$ cat config.mk
export PLATFORM = sky130hd
export DESIGN_NAME = io_register_file
export DESIGN_NICKNAME = d
export VERILOG_FILES = /design/src/rtl/io_pkg.sv /design/src/rtl/io_register_file.sv
export SDC_FILE = /design/constraint.sdc
export NUM_CORES = 1
export LEC_CHECK = 0
export CORE_AREA = 2 2 136 138
export DETAILED_ROUTE_END_ITERATION = 6
export DIE_AREA = 0 0 138 140
export PLACE_DENSITY = 0.76
export SLEW_MARGIN = 20
export SYNTH_ARGS = -nofsm -noshare
export SYNTH_HDL_FRONTEND = slang
export SYNTH_SLANG_ARGS = --single-unit
$ cat constraint.sdc
create_clock -name clock -period 1.96 [get_ports clock]
set_input_delay 0.392 -clock clock [delete_from_list [all_inputs] [get_ports clock]]
set_output_delay 0.392 -clock clock [all_outputs]
set_load 0.03 [all_outputs]
$ cat src/rtl/io_pkg.sv
// Shared word type and channel map for the IO register file.
// Channels 0..4 are read-only input samples; CH_RW_FIRST and up are core-writable.
package io_pkg;

  localparam int WORD_W = 15;
  localparam int NUM_CH = 16;
  localparam int SEL_W  = 4;

  localparam logic [SEL_W-1:0] CH_VERB         = 4'd0;
  localparam logic [SEL_W-1:0] CH_NOUN         = 4'd1;
  localparam logic [SEL_W-1:0] CH_MISSION_TIME = 4'd2;
  localparam logic [SEL_W-1:0] CH_APOGEE       = 4'd3;
  localparam logic [SEL_W-1:0] CH_PERIGEE      = 4'd4;
  localparam logic [SEL_W-1:0] CH_RW_FIRST     = 4'd5;

  typedef logic [WORD_W-1:0] io_word_t;

endpackage

$ cat src/rtl/io_register_file.sv
// Channel register file: five sampled input words plus core-writable registers, one read port.
// Latency: read data registered one cycle after select (inputs two); no backpressure, updates every cycle.
module io_register_file
  import io_pkg::*;
#(
  parameter int WORD_W = io_pkg::WORD_W,
  parameter int NUM_CH = io_pkg::NUM_CH
) (
  input  logic              clock,
  input  logic              reset,
  input  logic [WORD_W-1:0] data_write,
  input  logic [SEL_W-1:0]  sel_write,
  input  logic              en_write,
  input  logic [SEL_W-1:0]  sel_read,
  output logic [WORD_W-1:0] data_read,
  input  logic [WORD_W-1:0] data_DSKY_VERB,
  input  logic [WORD_W-1:0] data_DSKY_NOUN,
  input  logic [WORD_W-1:0] data_AXI_MISSION_TIME,
  input  logic [WORD_W-1:0] data_AXI_APOGEE,
  input  logic [WORD_W-1:0] data_AXI_PERIGEE
);

  // Entries below CH_RW_FIRST hold input samples, the rest are channel registers.
  logic [WORD_W-1:0] regs [NUM_CH];
  logic [WORD_W-1:0] rd_next;
  logic              wr_hit;

  assign wr_hit = en_write && (sel_write >= CH_RW_FIRST) && (int'(sel_write) < NUM_CH);

  always_ff @(posedge clock) begin
    if (reset) begin
      for (int i = 0; i < NUM_CH; i++) begin
        regs[i] <= '0;
      end
      data_read <= '0;
    end else begin
      regs[CH_VERB]         <= data_DSKY_VERB;
      regs[CH_NOUN]         <= data_DSKY_NOUN;
      regs[CH_MISSION_TIME] <= data_AXI_MISSION_TIME;
      regs[CH_APOGEE]       <= data_AXI_APOGEE;
      regs[CH_PERIGEE]      <= data_AXI_PERIGEE;
      for (int i = int'(CH_RW_FIRST); i < NUM_CH; i++) begin
        if (wr_hit && (int'(sel_write) == i)) begin
          regs[i] <= data_write;
        end
      end
      data_read <= rd_next;
    end
  end

  // Write-first: a same-cycle write to the selected channel bypasses the array.
  always_comb begin
    rd_next = '0;
    if (wr_hit && (sel_write == sel_read)) begin
      rd_next = data_write;
    end else if (int'(sel_read) < NUM_CH) begin
      rd_next = regs[sel_read];
    end
  end

endmodule

==> impl_metrics.toml <==
[critical_path]
critPathBufInv = 1
worst-path-max-fanout = 1
critical_path_class = "reg -> out"
max_stage_delay_ns = 0.68
critPathCaptureType = "output port"
critPathRequiredTime_ns = 1.57
crit_family = "buffers and inverters"
crit_chain = "clkdlybuf4s50_1"
cp.arrival_ns = 1.57
startpoint_type = "flip-flop"
cp_slowest_cell = "clkdlybuf4s50_1"

[timing]
holdWs_ns = 0.413
rsz0062_at_grt = "no"
skew_ns = 0.00635
drv_slew = 0
max_clock_freq_ghz = 0.511
fin_crit_ns = 1.96
layout_setup_ws_ns = 0.00261
fin_crit_sh_pct = 99.9
worst_pin_slew_ns = 1.08
setup_viol = 0
hold_viol = 0
slew_headroom_pct = 27.7

[floorplanning]
die-width_um = 138
rows = 49
die-height_um = 140
start_util_pct = 55.6
num_io_pins = 116
dieArea_mm2 = 0.0193
design.core.area_mm2 = 0.0178

[route]
drt_iter0_drc = 564
viasPerCell = 5.66
ant_nets = 0
vias = 5789
wl_per_cell_um = 21.5
wirelength_um = 22000
drtPass1Iterations = 5
drcViolationCount = 0

[grt]
grt_max_degree = 63
grt_remaining_overflow = 0
grt_pass1_wl_um = 34500
grt_pass1_vias = 6103
track_usage_pct = 22.9
antenna_found_initial = 0

[synth]
synth.yosys.seq_area_share_pct = 68.3
synthCells = 632
synth.avg_cell_area_um2 = 15.6
synth_nets = 733
ys_types = 28
ys_ff_latch = 255
yosysWarnings = 0
synth_area_mm2 = 0.00989

[layout]
drive_gt1_share_pct = 18.8
post-route-util_pct = 69.9
final_common_cell = "edfxtp_1"
post_layout_nonfiller_instances = 1023
final_cell_mix = "edfxtp_1, clkdlybuf4s50_1, nor2_1"
fillers = 1129
syn_to_final_growth_pct = 25.6
diodes = 0
final_nets = 875

[placement]
place_congestion = 0.841
dpl_worst_slack_ns = -0.445
portBuffers = 115
dpl.hpwl_um = 14800
dp_cells = 975

[clocking]
htree_levels = 1
numCtsBuffers = 26
insertion_delay_ns = 0.53
cts_tree = "done"
clk_pin_slew_worst_paths_ns = 0.06
cts.sinks = 255
postCtsSetupBuffers = 0
cts_root_buf = "clkbuf_16"
cts_buffer_depth = 3

[min_path]
hp-class = "in -> reg"

[power]
ir_worst_vdd_v = 0.000903
p_per_area_mw_per_mm2 = 1010
power_leakage_nw = 4.56

[run]
maxCapViolCount = 0

[outcome]
status = "finished, final reports clean"
==> worst reg2reg max path, stage by stage, from the launching register on <==
cell and delay [ns]:
edfxtp_1 0.36, mux4_2 0.51, a22o_1 0.28, nor2_1 0.15, o22ai_1 0.09
==> through the flow <==
stage	cell area (µm²)	power [W]	setup TNS, ns
after floorplan	9890	0.00696	0
after global placement	11500	0.00750	-11.38
after detailed placement	11500	0.00754	-19.29
after CTS	12400	0.0126	0
after global routing	12400	0.0129	0
final	12400	0.0125	0
==> synth_stat cells <==
cell type | instances | area, µm²
buf_6 | 5 | 56.3
mux4_2 | 60 | 1350
nor2b_1 | 78 | 488
buf_8 | 1 | 15.0
xor2_1 | 2 | 17.5
xnor2_1 | 1 | 8.76
nor2_1 | 93 | 349
edfxtp_1 | 165 | 4950
clkbuf_1 | 27 | 101
buf_2 | 5 | 25.0
buf_4 | 2 | 15.0
dfxtp_1 | 90 | 1800
nand3_1 | 1 | 5.00
nand2b_1 | 23 | 144
a22o_1 | 30 | 263
o22ai_1 | 15 | 93.8
nand3b_1 | 1 | 7.51
nand2_1 | 4 | 15.0
nor3b_1 | 1 | 7.51
and3b_1 | 1 | 8.76
o21bai_1 | 4 | 30.0
o31ai_2 | 1 | 12.5
or2_2 | 2 | 12.5
inv_1 | 15 | 56.3
a41o_1 | 1 | 10.0
a31o_2 | 2 | 17.5
and2_1 | 1 | 6.26
nand4_2 | 1 | 12.5
==> registers in the layout (all words and copies together) (netlist names) <==
name / count
regs: 240
data_read: 15
==> worst paths after layout <==
path / startpoint / endpoint / slack, ns / depth (start not counted)
max reg2reg: regs[5][2] / data_read[2] / 0.45 / 4
max: data_read[4] / data_read[4] / 0.003 / 1
min: data_AXI_MISSION_TIME[7] / regs[2][7] / 0.41 / 2
min reg2reg: regs[12][12] / data_read[12] / 0.83 / 4
==> area by class of cell <==
cell class | instances | area, µm² | share of cell area [%]
Clock buffer | 33 | 708 | 5.70
Clock inverter | 15 | 175 | 1.41
Tap cell | 229 | 287 | 2.31
Sequential cell | 255 | 6760 | 54.4
Inverter | 15 | 56.3 | 0.453
Timing Repair Buffer | 154 | 1570 | 12.7
Multi-Input combinational cell | 322 | 2870 | 23.1
==> what timing repair did <==
item                                    CTS  global route
gates resized for setup                   4             4
endpoints found under the setup margin    4             9
hold endpoints to repair                  0             0
hold buffers                              0             0
==> power breakdown <==
part / leakage, nW / switching (W) / total (W) / internal [W]
Sequential: 2.34 / 0.000109 / 0.00622 / 0.00611
Combinational: 1.79 / 0.000582 / 0.00123 / 0.000644
Clock: 0.428 / 0.00201 / 0.00508 / 0.00307
Total: 4.56 / 0.00270 / 0.0125 / 0.00982
==> kinds of logic (layout without fill, tap and decap cells) <==
group	Yosys count	after routing	synth area share, %
DFF	255	255	68.3
and+or+nand+nor	206	206	10.7
muxes	60	60	13.7
buffers and inverters	55	217	2.72
AOI/OAI and AO/OA	53	53	4.32
xor gates and xnor gates	3	3	0.266
==> routing by layer <==
metal  track usage (%)  routed length, µm  part of all wire, %
met1              32.6               9480                   43
met2              36.5              10400                   47
met3              4.65               1650                  7.5
met4              6.77                455                  2.1
met5                 0                  0                    0
Power figures use the tool's default switching activity.
